**config.mk**
```make
export PLATFORM = sky130hd
export DESIGN_NAME = pipelined_adder
export DESIGN_NICKNAME = d
export VERILOG_FILES = /design/src/rtl/pipelined_adder.sv
export SDC_FILE = /design/constraint.sdc
export NUM_CORES = 1
export LEC_CHECK = 0
export CAP_MARGIN = 20
export CORE_MARGIN = 2
export CORE_UTILIZATION = 55
export DETAILED_ROUTE_END_ITERATION = 8
export GPL_ROUTABILITY_DRIVEN = 0
export HOLD_SLACK_MARGIN = 0.06
export PLACE_DENSITY = 0.79
export SYNTH_ARGS = -nofsm -noshare
export SYNTH_HDL_FRONTEND = slang
export SYNTH_SLANG_ARGS = --single-unit
```
**constraint.sdc**
```tcl
create_clock -name clk -period 14.57 [get_ports clk]
set_clock_uncertainty 0.1 [all_clocks]
set_input_delay 2.914 -clock clk [delete_from_list [all_inputs] [get_ports clk]]
set_output_delay 2.914 -clock clk [all_outputs]
set_load 0.01 [all_outputs]
```
**src/rtl/pipelined_adder.sv**
```systemverilog
// Pipelined N-bit add/subtract unit. The carry chain is cut into STAGES
// chunks of W = N/STAGES bits; each chunk is added in its own register
// stage using the carry registered by the stage before it. A single
// global advance enable gives valid/ready flow control with backpressure.
module pipelined_adder #(
    parameter int N      = 32,
    parameter int STAGES = 4
) (
    input  logic         clk,
    input  logic         rst,
    input  logic         in_valid,
    output logic         in_ready,
    input  logic [N-1:0] a,
    input  logic [N-1:0] b,
    input  logic         cin,
    input  logic         sub,
    output logic         out_valid,
    input  logic         out_ready,
    output logic [N-1:0] sum,
    output logic         cout,
    output logic         overflow
);

    localparam int W = N / STAGES;

    // Per-stage registers: lower sum chunks already computed, operands
    // (b already conditionally inverted) still carrying the pending upper
    // chunks and the MSBs needed for the overflow flag, chunk carry, valid.
    logic [N-1:0]        sum_q  [STAGES];
    logic [N-1:0]        a_q    [STAGES];
    logic [N-1:0]        b_q    [STAGES];
    logic                carry_q[STAGES];
    logic [STAGES-1:0]   valid_q;

    logic [N-1:0]        sum_d  [STAGES];
    logic                carry_d[STAGES];

    logic [N-1:0]        b_eff;
    logic                c0;
    logic                en;

    logic [N-1:0]        op_a;
    logic [N-1:0]        op_b;
    logic                op_c;
    logic [W:0]          chunk;

    assign b_eff = sub ? ~b : b;
    assign c0    = sub ? 1'b1 : cin;

    // Whole pipeline advances unless the final stage holds an unaccepted result.
    assign en       = !valid_q[STAGES-1] || out_ready;
    assign in_ready = en;

    // Chunk adders for every stage; stage 0 reads the ports, stage k reads stage k-1.
    always_comb begin
        op_a  = '0;
        op_b  = '0;
        op_c  = 1'b0;
        chunk = '0;
        for (int unsigned i = 0; i < STAGES; i++) begin
            sum_d[i]   = '0;
            carry_d[i] = 1'b0;
        end
        for (int unsigned i = 0; i < STAGES; i++) begin
            if (i == 0) begin
                op_a     = a;
                op_b     = b_eff;
                op_c     = c0;
                sum_d[i] = '0;
            end else begin
                op_a     = a_q[i-1];
                op_b     = b_q[i-1];
                op_c     = carry_q[i-1];
                sum_d[i] = sum_q[i-1];
            end
            chunk = {1'b0, op_a[i*W +: W]} + {1'b0, op_b[i*W +: W]} + {{W{1'b0}}, op_c};
            sum_d[i][i*W +: W] = chunk[W-1:0];
            carry_d[i]         = chunk[W];
        end
    end

    // Stage registers: clear on reset, shift on enable, hold on stall.
    always_ff @(posedge clk) begin
        if (rst) begin
            valid_q <= '0;
            for (int unsigned i = 0; i < STAGES; i++) begin
                sum_q[i]   <= '0;
                a_q[i]     <= '0;
                b_q[i]     <= '0;
                carry_q[i] <= 1'b0;
            end
        end else if (en) begin
            for (int unsigned i = 0; i < STAGES; i++) begin
                sum_q[i]   <= sum_d[i];
                carry_q[i] <= carry_d[i];
                if (i == 0) begin
                    a_q[i]     <= a;
                    b_q[i]     <= b_eff;
                    valid_q[i] <= in_valid;
                end else begin
                    a_q[i]     <= a_q[i-1];
                    b_q[i]     <= b_q[i-1];
                    valid_q[i] <= valid_q[i-1];
                end
            end
        end
    end

    assign out_valid = valid_q[STAGES-1];
    assign sum       = sum_q[STAGES-1];
    assign cout      = carry_q[STAGES-1];
    assign overflow  = (a_q[STAGES-1][N-1] == b_q[STAGES-1][N-1]) &&
                       (sum_q[STAGES-1][N-1] != a_q[STAGES-1][N-1]);

endmodule

```
==> results.txt <==
The critical path class is in2out. The number of instances on the worst hold path is 2. The tree is rooted in a clkbuf_16. Setup repair after global routing left no endpoint under its margin.

The transition time of the tightest slew-check pin is 1.04 ns. The fraction of final layout cells sized beyond drive strength 1 came out at 0.0572. The area of the die is ~16000 sq um. The average vias per placed instance came out at between 5 and 6. The power density normalized to cell area is roughly 130 nW/um^2. The cell count after synthesis came out at 618. The maximum frequency from static timing analysis is 138 MHz. The commonest non-fill, non-tap cell in the layout is edfxtp_1. The run finished with clean final reports. The number of buffers added by the clock tree synthesis step is 17.

The total inserted antenna cells is 0. The share of the Yosys chip area taken by registers is 0.658. The die boundary height came out at 128 microns. The worst setup path is captured at a primary output.

The clock slew seen by the registers of the worst setup and hold paths came out at about 0.06 ns. The worst hold path begins at valid_q[2]$_SDFFE_PP0P_. The global-route usage over all layers is 0.182. The via count of the first global-routing pass came to roughly 4.8k. The combinational cell fraction of total power came out at 0.095. The max-slew violation total from the final report came out at 0. The first-iteration detailed-routing DRC count is 365.

The mapped netlist covers 8430 sq um. The count of buffers added by post-CTS timing repair for setup came out at 0. The total of endpoints with negative setup slack in the final report is 0. The remaining max-slew budget at the tightest pin came out at 0.310. The number of vias in the routed layout came out at between 4k and 5k.

The part of the power in the clock network came out at 0.414. The startpoint of the worst register-to-register path is b_q[0][8]$_SDFFCE_PN0P_. The final routed wire length divided by cell count is 15.6 microns.

The biggest area consumer among synthesized cells is edfxtp_1. The wire length of the first global-routing pass is approximately 23000 microns. The worst slack at placement is ~7.3 ns.

The maximum buffer depth of the clock tree came out at 2. The placed wire-length estimate after detailed placement came out at 8900 microns. The number of distinct library cells after synthesis came out at 37. The final count of hold timing violations came to 0.

The number of placed I/O pins came out at 106. The summed negative setup slack over all endpoints is 0 ns. The part of the total power dissipated in sequential elements came out at 0.491.

The number of flops mapped to enable cells by yosys is 182. In this run the critical register-to-register path is captured at carry_q[1]$_SDFFCE_PN0P_. The static leakage power is between 4 and 5 nW.

The startpoint kind of the worst setup timing path is an input pin. For this run, the leading register cell type out of synthesis is edfxtp_1. For this run, the post-layout net count is ~830.

The hold path endpoint is valid_q[3]$_SDFFE_PP0P_. The share of synthesized area in the top cell type comes to 0.648. Data on the critical path arrives at its endpoint at 4.25 ns. The setup slack on the worst flop-to-flop path is 12.12 ns. The overall overflow remaining after global route came out at 0. The number of nets handed over by synthesis was 724. After synthesis, the cell types taking the most area are edfxtp_1 65%, and2_1 9.5%, ha_1 4.2%. The total of cells resized after clock tree synthesis came out at 0. The number of clock sinks is 186.

The detailed-router iteration count before antenna repair is 4. The number of I/O port buffers came out at 105. The initial antenna violation count came out at 0. For this run, the number of Yosys warnings is 0. The clock tree from TritonCTS is done. Measured along the x axis, the die boundary spans 128 microns. The number of cells on the worst reg-to-reg path came out at 6.

The switching power of the nets came out at 0.266 mW. Entering global routing, the biggest net connects 128 pins. The hold buffer count at CTS is 0. The mean cell area of the mapped netlist is 13.6 sq um. The number of placement rows is 45. STA puts the critical path data required time at between 10 and 15 ns. The internal power came out at approximately 1.0 mW.

The clock latency reported for the late side of the worst-skew pair came out at 0.43 ns. In the layout the commonest cells are 182 x edfxtp_1, 128 x and2_1, 104 x clkdlybuf4s50_1. The residual antenna-violating net count after detailed routing came out at 0. After detailed routing, the number of remaining DRC violations is 0. The core box area is 15100 sq um. The number of violations of the max-capacitance limit came out at 0. The setup slack of the critical path after layout came out at 7.30 ns. In this run the number of H-tree levels came out at 4. Dividing the final minimum period by the clock period gives 0.499. The total wire length is around 14000 microns. Relative to the synthesized area, the layout overhead comes to 23.2%. The highest ir drop seen on vdd came out at 0.0878 mV. The critical-path maximum fanout is 11. The fraction of power spent switching nets is 0.205.

The proportion of synthesized flip-flops having asynchronous set or reset came out at 0. The initial utilization of the core area, before any placement, comes to 0.559. The kind of path behind the tightest hold check is reg2reg. For the finished layout, the period the worst path requires is around 7.3 ns. In this run, synthesis produced a sequential element count of ~190.
power by group through the flow:
stage | clock (mW) | sequential, mW | combinational [mW]
global route | 0.564 | 0.641 | 0.137
CTS | 0.540 | 0.638 | 0.124
floorplan | 0 | 0.649 | 0.0725
finish | 0.537 | 0.637 | 0.124
detailed placement | 0 | 0.649 | 0.122
global placement | 0 | 0.648 | 0.116
critical path: stages:
cell and delay [ns]:
clkdlybuf4s50_1 0.44, nor2b_4 0.34, inv_1 0.07, clkdlybuf4s50_1 0.48
metal layers:
metal	vias to the layer above	GRT usage	share of wire
met5	-	0	0
met2	140	0.316	0.52
li1	2430	-	-
met3	20	0.0430	0.047
met1	2369	0.220	0.42
met4	0	0.0763	0.020
sequential cells by signal (all words and copies together) (netlist names):
| register | count |
|---|---|
| a_q | 49 |
| sum_q | 80 |
| carry_q | 4 |
| b_q | 49 |
| valid_q | 4 |
worst max-delay path by stage:
| stage | startpoint | end | slack [ns] | depth (start not counted) |
|---|---|---|---|---|
| floorplan | rst | a_q[0][10]$_SDFFCE_PN0P_ | 6.33 | 2 |
| global placement | out_ready | in_ready | 7.33 | 4 |
| detailed placement | out_ready | in_ready | 7.31 | 4 |
| CTS | out_ready | in_ready | 7.31 | 4 |
| global route | out_ready | in_ready | 7.22 | 4 |
| finish | out_ready | in_ready | 7.30 | 4 |
cell usage after synthesis (all sizes together) (5+ instances only):
library cell and n:
ha 28, nand2b 5, buf 6, a21oi 8, xnor2 26, and2 128, clkbuf 20, nand3 5
xor2 8, o21a 6, nor2b 10, nor3 18, o21ai 29, inv 12, a21o 6, edfxtp 182
nor2 53, nand2 7, fa 8, a211oi 15, mux2i 5
logic make-up after synthesis:
group | after synthesis | share of synthesized area
AO/OA/AOI/OAI | 79 | 0.0610
AND/OR/NAND/NOR | 240 | 0.160
flip-flops | 186 | 0.658
multiplexers | 5 | 0.00594
adder cells (fa/ha/maj) | 36 | 0.0606
XOR/XNOR | 34 | 0.0353
buffers and inverters | 38 | 0.0193
area by class of cell:
type	instances	area (sq um)
Clock inverter	14	268
Inverter	12	45.0
Clock buffer	18	429
Multi-Input combinational cell	394	2740
Tap cell	188	235
Fill cell	1022	4710
Sequential cell	186	5550
Timing Repair Buffer	110	1120
through the flow:
stage	std cells	power (mW)	hold slack [ns]	area, sq um	utilization
4_1_cts	920	1.30	0.402	10300	0.684
3_5_place_dp	888	0.772	0.389	9630	0.638
2_1_floorplan	618	0.722	0.340	8430	-
5_1_grt	922	1.34	0.420	10400	0.688
6_report	922	1.30	0.403	10400	0.688
3_3_place_gp	888	0.764	0.358	9630	0.638
(Power assumes the default switching activity.)
